### src/rtl/hazard_ctrl.sv
// hazard_ctrl: load-use, branch and multi-cycle EX stall/flush control with saturating perf counters
module hazard_ctrl #(
  parameter int MC_LAT = 4,
  parameter int CNT_W = 32
) (
  input  logic             clk,
  input  logic             reset,
  input  logic [4:0]       rs1D,
  input  logic [4:0]       rs2D,
  input  logic [4:0]       rdE,
  input  logic             loadE,
  input  logic             pcsrcE,
  input  logic             mc_startE,
  input  logic             clr_cnt,
  output logic             stallF,
  output logic             stallD,
  output logic             stallE,
  output logic             flushD,
  output logic             flushE,
  output logic             flushM,
  output logic             mc_busy,
  output logic             mc_done,
  output logic [CNT_W-1:0] stall_cnt,
  output logic [CNT_W-1:0] flush_cnt
);
  typedef enum logic {RUN, MC_BUSY} state_t;
  localparam logic [3:0] LD = 4'(MC_LAT > 1 ? MC_LAT - 2 : 0);
  state_t state, state_n;
  logic [3:0] mc_cnt, mc_cnt_n;
  logic run, mc_go, mc_one, hold, lw, br;
  always_comb begin
    run = state == RUN;
    mc_go = run & mc_startE & (MC_LAT > 1);
    mc_one = run & mc_startE & (MC_LAT == 1);
    hold = mc_go | (!run & mc_cnt != 4'd0);
    lw = run & !mc_startE & loadE & (rdE != 5'd0) & ((rdE == rs1D) | (rdE == rs2D));
    br = run & !mc_startE & pcsrcE;
    state_n = mc_go ? MC_BUSY : (!run && mc_cnt == 4'd0) ? RUN : state;
    mc_cnt_n = mc_go ? LD : (!run && mc_cnt != 4'd0) ? mc_cnt - 4'd1 : mc_cnt;
    stallF = !reset & (hold | lw);
    stallD = !reset & (hold | lw);
    stallE = !reset & hold;
    flushM = !reset & hold;
    flushD = !reset & br;
    flushE = !reset & (lw | br);
    mc_busy = !reset & !run;
    mc_done = !reset & (mc_one | (!run & mc_cnt == 4'd0));
  end
  always_ff @(posedge clk or posedge reset) begin
    if (reset) begin
      state <= RUN;
      mc_cnt <= 4'd0;
    end else begin
      state <= state_n;
      mc_cnt <= mc_cnt_n;
    end
  end
  always_ff @(posedge clk or posedge reset) begin
    if (reset) begin
      stall_cnt <= '0;
      flush_cnt <= '0;
    end else if (clr_cnt) begin
      stall_cnt <= '0;
      flush_cnt <= '0;
    end else begin
      if (stallF && !(&stall_cnt)) stall_cnt <= stall_cnt + CNT_W'(1);
      if (flushD && !(&flush_cnt)) flush_cnt <= flush_cnt + CNT_W'(1);
    end
  end
endmodule

### config.mk
export PLATFORM = sky130hd
export DESIGN_NAME = hazard_ctrl
export DESIGN_NICKNAME = d
export VERILOG_FILES = /design/src/rtl/hazard_ctrl.sv
export SDC_FILE = /design/constraint.sdc
export NUM_CORES = 1
export LEC_CHECK = 0
export ABC_AREA = 1
export CAP_MARGIN = 10
export CELL_PAD_IN_SITES_DETAIL_PLACEMENT = 1
export CELL_PAD_IN_SITES_GLOBAL_PLACEMENT = 2
export CORE_MARGIN = 2
export CORE_UTILIZATION = 28
export CTS_CLUSTER_SIZE = 10
export DETAILED_ROUTE_END_ITERATION = 10
export PLACE_DENSITY_LB_ADDON = 0.1
export SYNTH_ARGS = -nofsm -noshare
export SYNTH_HDL_FRONTEND = slang
export SYNTH_SLANG_ARGS = --single-unit
### constraint.sdc
create_clock -name clk -period 3.94 [get_ports clk]
set_input_delay 0.394 -clock clk [delete_from_list [all_inputs] [get_ports clk]]
set_output_delay 0.394 -clock clk [all_outputs]
set_load 0.05 [all_outputs]
==> impl_results.md, run 1 <==
- Status: finished clean
- DP HPWL: 13400 um
- Clk_lat worst skew: 0.35 ns
- Hold Vio Cnt, Final: 0
- Nets: 926
- DR DRC count: 0
- Post-CTS Setup Bufs: 0
- Final slew viol count: 0
- WS Path Type: flip-flop to output port
- Worst setup SP type: flip-flop
- Inserted Diodes: 0
- Share of cells above drive strength 1: 4.86%
- Clock Pin Slew Worst Setup and Hold Paths: 0.06 ns
- Crit-path max FO: 8
- DRT iter0 DRCs: 163
- WL met2: 9480 um
- Vias in the first global route: 5770
- Syn_nets: 843
- Maxcap violations: 0
- Synth Flop Type: dfrtp_1
- Cts repair resizes: 0
- Met1 Routed Length: 7830 um
- Syn. warnings: 0
- Yosys top cell by area: dfrtp_1
- Top routing layer used: met4
- Avg Cell Area, Syn: 6.24 um^2
- Period utilization: 69.6%
- EDFF count, synth: 0
- TritonRoute pass-1 iters: 4
- Global route overflow: 0
- Syn Std Cell Area: 5110 um^2
- Routed vias: 5504
- Leakage: 3.13 nW
- Fmax: 365 MHz
- Fill cell count: 2306
- PD cells: 330 nW/um^2
- Post-synth top cells: nand2_1, nor2_1, inv_1, nand3_1, dfrtp_1
- Final GP Congestion: 0.902
- Initial core utilization: 28.5%
- FF+latch count, synth: 69
- Post-synth top area share: 33.8%
- Pin count of the biggest net entering global routing: 70
- Drt total wl: 18000 um
- Die Height: 139 um
- Most frequent cell after synthesis: nand2_1
- Top cells by area in the synthesized netlist: dfrtp_1, nand2_1, nor2_1, nand3_1, inv_1
- Worst-case vdd ir drop: 0.000199 V
- Final hold slack: 0.553 ns
- DR vias/cell: 4.85
- Antenna violations before repair: 0
- Netlist cell types: 26
- Setup crit end kind: output port
- Clock tree from TritonCTS: yes
- Die area: 19300 um^2
- Post-route setup TNS: 0 ns
- Slew headroom: 36.0%
- Synthesis-to-finish area growth: 28.7%
- Final setup fails: 0
- GRT Total Usage: 19.0%
- IO Pins: 93
- Depth of the CTS H-tree: 3
- RSZ-0062 raised after global routing: no
- CTS Buffer Depth: 2
- Least-Margin Pin Slew: 0.961 ns
- First-pass GRT wire length: 29600 um
- Root Driver: clkbuf_16
- Tightest Hold Check Type: flip-flop to flip-flop
- Cts bufs inserted: 9
- # rows: 49
- Hold Buf Count CTS: 0
- Async set-reset flop share out of synthesis: 100%
- Post-Synthesis Cells: 818
- Die width: 139 um
- CTS sink cnt: 69
- WP data arrival: 2.35 ns
- Min Clock Period, post-route: 2.74 ns
- Routed WL per cell: 15.8 um
- Layout Skew: 0.00658 ns
- WP data required: 3.55 ns
- IO Port Bufs: 92
- Met3 routed WL: 401 um
- Placeable Area: 17900 um^2
- Post-synthesis sequential area ratio: 33.8%
- Detail Route Antenna Nets: 0
[placed cells by master (no fill, tap or decap), types with 2 or more instances in the layout]
master,count
clkbuf_8,2
nor2_1,109
nor2_2,3
nand4_1,54
inv_1,102
buf_4,4
nand2_1,299
buf_12,3
clkdlybuf4s50_1,90
xor2_1,17
nand2_2,4
bufinv_16,2
xnor2_1,10
o21ai_0,8
inv_2,5
nor2_4,3
nor3_1,17
or2_2,2
nand2_4,2
dfrtp_1,69
clkbuf_16,9
nand3_1,79
a31oi_1,3
ha_1,4
[cells by family after synthesis]
group           synth area share, %
simple gates                   48.6
buf+inv                        10.9
flops                          33.8
xor+xnor                       4.63
compound gates                 1.15
fa+ha+maj                     0.980
[layer usage]
layer / up-vias / GRT usage, %
li1: 2735 / -
met1: 2675 / 22.0
met2: 74 / 36.1
met3: 20 / 3.11
met4: 0 / 4.89
met5: - / 0
[worst paths after layout]
check,slack [ns],depth (start not counted),to,start
worst max-delay path,1.20,8,stallE,mc_cnt[0]
worst min-delay path,0.55,2,flush_cnt[31],flush_cnt[31]
worst max register to register,1.52,9,stall_cnt[4],stall_cnt[0]
worst min register to register,0.55,2,flush_cnt[31],flush_cnt[31]
max in group asynchronous,2.54,3,flush_cnt[17],reset
min in group asynchronous,0.76,3,mc_cnt[1],reset
[power breakdown]
part	internal [mW]	switching [mW]	total, mW
Sequential	0.743	0.0366	0.779
Combinational	0.141	0.305	0.446
Clock	0.591	0.351	0.942
Total	1.47	0.693	2.17
[cell type report]
type	instances	area [um^2]	area share, %
multi-input combinational	616	2830	43.0
inverter	108	410	6.24
clock inverter	5	81.3	1.24
sequential	69	1730	26.3
clock buffer	11	253	3.84
tap	229	287	4.36
timing repair buffer	97	991	15.1
[sequential cells by signal (all words and copies together), names as in the netlist]
register	flops
flush_cnt	32
mc_cnt	4
stall_cnt	32
state	1
[through the flow]
stage               area (um^2)  worst slack [ns]  std cells  power (mW)  util, %
floorplan                  5110             0.469        818        1.10        -
global placement           6240              1.21       1119        1.23     34.9
detailed placement         6240              1.12       1119        1.25     34.9
CTS                        6570              1.16       1135        2.20     36.7
global route               6570              1.04       1135        2.27     36.7
finish                     6570              1.20       1135        2.17     36.7
[critical path, cell delays in order (launching register included)]
cell and delay (ns):
dfrtp_1 0.33, inv_1 0.09, ha_1 0.21, nand2_1 0.06
nor3_1 0.06, nor2_2 0.25, nand2_1 0.12, inv_1 0.09
clkdlybuf4s50_1 0.80
(Power assumes the default switching activity.)
==> run 2: changes to the inputs <==
==> constraint.sdc (replaced) <==
create_clock -name clk -period 2.8 [get_ports clk]
set_input_delay 0.28 -clock clk [delete_from_list [all_inputs] [get_ports clk]]
set_output_delay 0.28 -clock clk [all_outputs]
set_load 0.05 [all_outputs]
==> impl_results.md, run 2 (synthesized netlist as in run 1, its figures left out) <==
- Status: finished clean (unchanged)
- PD cells: 470 nW/um^2 (was 330 nW/um^2)
- Inserted Diodes: 0 (unchanged)
- GRT Total Usage: 19.9% (was 19.0%)
- Die area: 19300 um^2 (unchanged)
- Crit-path slowest cell: clkdlybuf4s50_1 (unchanged)
- Crit path cell chain: inv_1 > ha_1 > nand2_1 > nor3_1 > inv_1 > nor2_1 > clkdlybuf4s50_1 (was inv_1 > ha_1 > nand2_1 > nor3_1 > nor2_2 > nand2_1 > inv_1 > clkdlybuf4s50_1)
- Hold Vio Cnt, Final: 0 (unchanged)
- IO Pins: 93 (unchanged)
- Final GP Congestion: 0.855 (was 0.902)
- Final instance area: 6590 um^2 (was 6570 um^2)
- Maxcap violations: 0 (unchanged)
- Drt total wl: 18700 um (was 18000 um)
- Root Driver: clkbuf_16 (unchanged)
- Detail Route Antenna Nets: 0 (unchanged)
- Die Height: 139 um (unchanged)
- R2R cell count: 10 (was 9)
- Crit-path max FO: 6 (was 8)
- DR vias/cell: 4.84 (was 4.85)
- Depth of the CTS H-tree: 3 (unchanged)
- Antenna violations before repair: 0 (unchanged)
- Die width: 139 um (unchanged)
- Fmax: 377 MHz
- Cts bufs inserted: 9 (unchanged)
- TritonRoute pass-1 iters: 5 (was 4)
- Worst setup SP type: flip-flop (unchanged)
- Tot Pwr: 3.10 mW (was 2.17 mW)
- Initial core utilization: 28.5% (unchanged)
- Routed vias: 5499 (was 5504)
- Least-Margin Pin Slew: 0.975 ns (was 0.961 ns)
- Min Clock Period, post-route: 2.65 ns
- Area occupied by registers: 1730 um^2 (unchanged)
- Pin count of the biggest net entering global routing: 70 (unchanged)
- Post-route setup TNS: 0 ns (unchanged)
- Slew headroom: 35.0% (was 36.0%)
- IO Port Bufs: 92 (unchanged)
- Layout Skew: 0.00801 ns (was 0.00658 ns)
- WP data required: 2.52 ns (was 3.55 ns)
- Setup crit end kind: output port (unchanged)
- Tightest Hold Check Type: flip-flop to flip-flop (unchanged)
- Clk_lat worst skew: 0.35 ns (about the same)
- Cts repair resizes: 0 (unchanged)
- Synthesis-to-finish area growth: 29.0% (was 28.7%)
- Placeable Area: 17900 um^2 (unchanged)
- CTS Buffer Depth: 2 (unchanged)
- Top cell by count, worst path: inv_1
- WS Path Type: flip-flop to output port (unchanged)
- Global route overflow: 0 (unchanged)
- Hold Crit Depth: 2 (unchanged)
- CTS sink cnt: 69 (unchanged)
- Largest regs: flush_cnt x32, stall_cnt x32, mc_cnt x4 (unchanged)
- Commonest non-fill, non-tap cell in the layout: nand2_1 (unchanged)
- Clock tree from TritonCTS: yes (unchanged)
- Final slew viol count: 0 (unchanged)
- Vias in the first global route: 5968 (was 5770)
- DRT iter0 DRCs: 181 (was 163)
- Share of cells above drive strength 1: 5.40% (was 4.86%)
- Final hold slack: 0.561 ns (was 0.553 ns)
- Hold Buf Count CTS: 0 (unchanged)
- Leakage: 3.15 nW (was 3.13 nW)
- DR DRC count: 0 (unchanged)
- Nets: 928 (was 926)
- Fill cell count: 2281 (was 2306)
- RSZ-0062 raised after global routing: no (unchanged)
- WP data arrival: 2.37 ns (was 2.35 ns)
- # rows: 49 (unchanged)
- Worst-case vdd ir drop: 0.000333 V (was 0.000199 V)
- DP HPWL: 13900 um (was 13400 um)
- Placed Area: 6260 um^2 (was 6240 um^2)
- Most frequent cells in the layout: nand2_1, nor2_1, inv_1 (unchanged)
- Routed WL per cell: 16.4 um (was 15.8 um)
- Clock Pin Slew Worst Setup and Hold Paths: 0.06 ns (about the same)
- Area occupied by multi-input gates: 2830 um^2 (unchanged)
- First-pass GRT wire length: 31000 um (was 29600 um)
- Final setup fails: 0 (unchanged)
- Crit-path max cell delay: 0.81 ns (was 0.80 ns)
- Period utilization: 94.8%
- Post-CTS Setup Bufs: 0 (unchanged)
-- run 2: cell count changes in the layout (fill, tap and decap cells not counted), sizes merged --
cell	previous run	this run
buf	7	13
clkbuf	11	12
clkdlybuf4s50	90	86
clkinv	2	3
inv	108	106
-- run 2: layout make-up --
type,count,area share [%]
clock buffers,12,3.89
repair buffers,99,15.3
multi-input cells,616,42.9
clock inverters,4,1.06
flip-flops and latches,69,26.2
inverters,108,6.29
well taps,229,4.35
-- run 2: where the power goes --
part / leakage (nW) / internal [mW] / switching [mW]
Clock: 0.163 / 0.828 / 0.494
Sequential: 0.950 / 1.05 / 0.0566
Combinational: 2.03 / 0.218 / 0.454
-- run 2: per-stage QoR --
step,cells,setup WS (ns),utilization (%)
6_report,1137,0.146,36.8
5_1_grt,1137,0.0222,36.8
4_1_cts,1137,0.132,36.8
3_5_place_dp,1121,0.456,35.0
3_3_place_gp,1121,0.543,35.0
2_1_floorplan,818,0.206,-
-- run 2: metal layers --
layer	vias to the layer above	track usage (%)	wire [um]
met3	26	2.90	364
met2	74	37.3	9690
met1	2652	23.4	8280
met4	0	6.27	362
li1	2747	-	-
met5	-	0	0
-- run 2: final timing paths --
| path | from | end | slack [ns] |
|---|---|---|---|
| max | mc_cnt[0] | mc_done | 0.15 |
| min | flush_cnt[31] | flush_cnt[31] | 0.56 |
| max reg2reg | stall_cnt[0] | stall_cnt[31] | 0.61 |
| min reg2reg | flush_cnt[31] | flush_cnt[31] | 0.56 |
| max in group asynchronous | reset | flush_cnt[19] | 1.43 |
| min in group asynchronous | reset | mc_cnt[3] | 0.76 |
-- run 2: worst max-delay path: cells and delay by family (launching register included) --
kind,cells,cell delay [ns]
DFF,1,0.37
and+or+nand+nor,3,0.41
adders and majority gates,1,0.17
buffers and inverters,3,1.07
==> run 3: changes to the inputs <==
--- a/config.mk
+++ b/config.mk
@@ -11,6 +11,7 @@
 export CELL_PAD_IN_SITES_GLOBAL_PLACEMENT = 2
 export CORE_MARGIN = 2
 export CORE_UTILIZATION = 28
+export CTS_CLUSTER_DIAMETER = 40
 export CTS_CLUSTER_SIZE = 10
 export DETAILED_ROUTE_END_ITERATION = 10
 export PLACE_DENSITY_LB_ADDON = 0.1
==> results of run 3 <==
No change in the layout: final DEF, timing and power equal those of run 2.
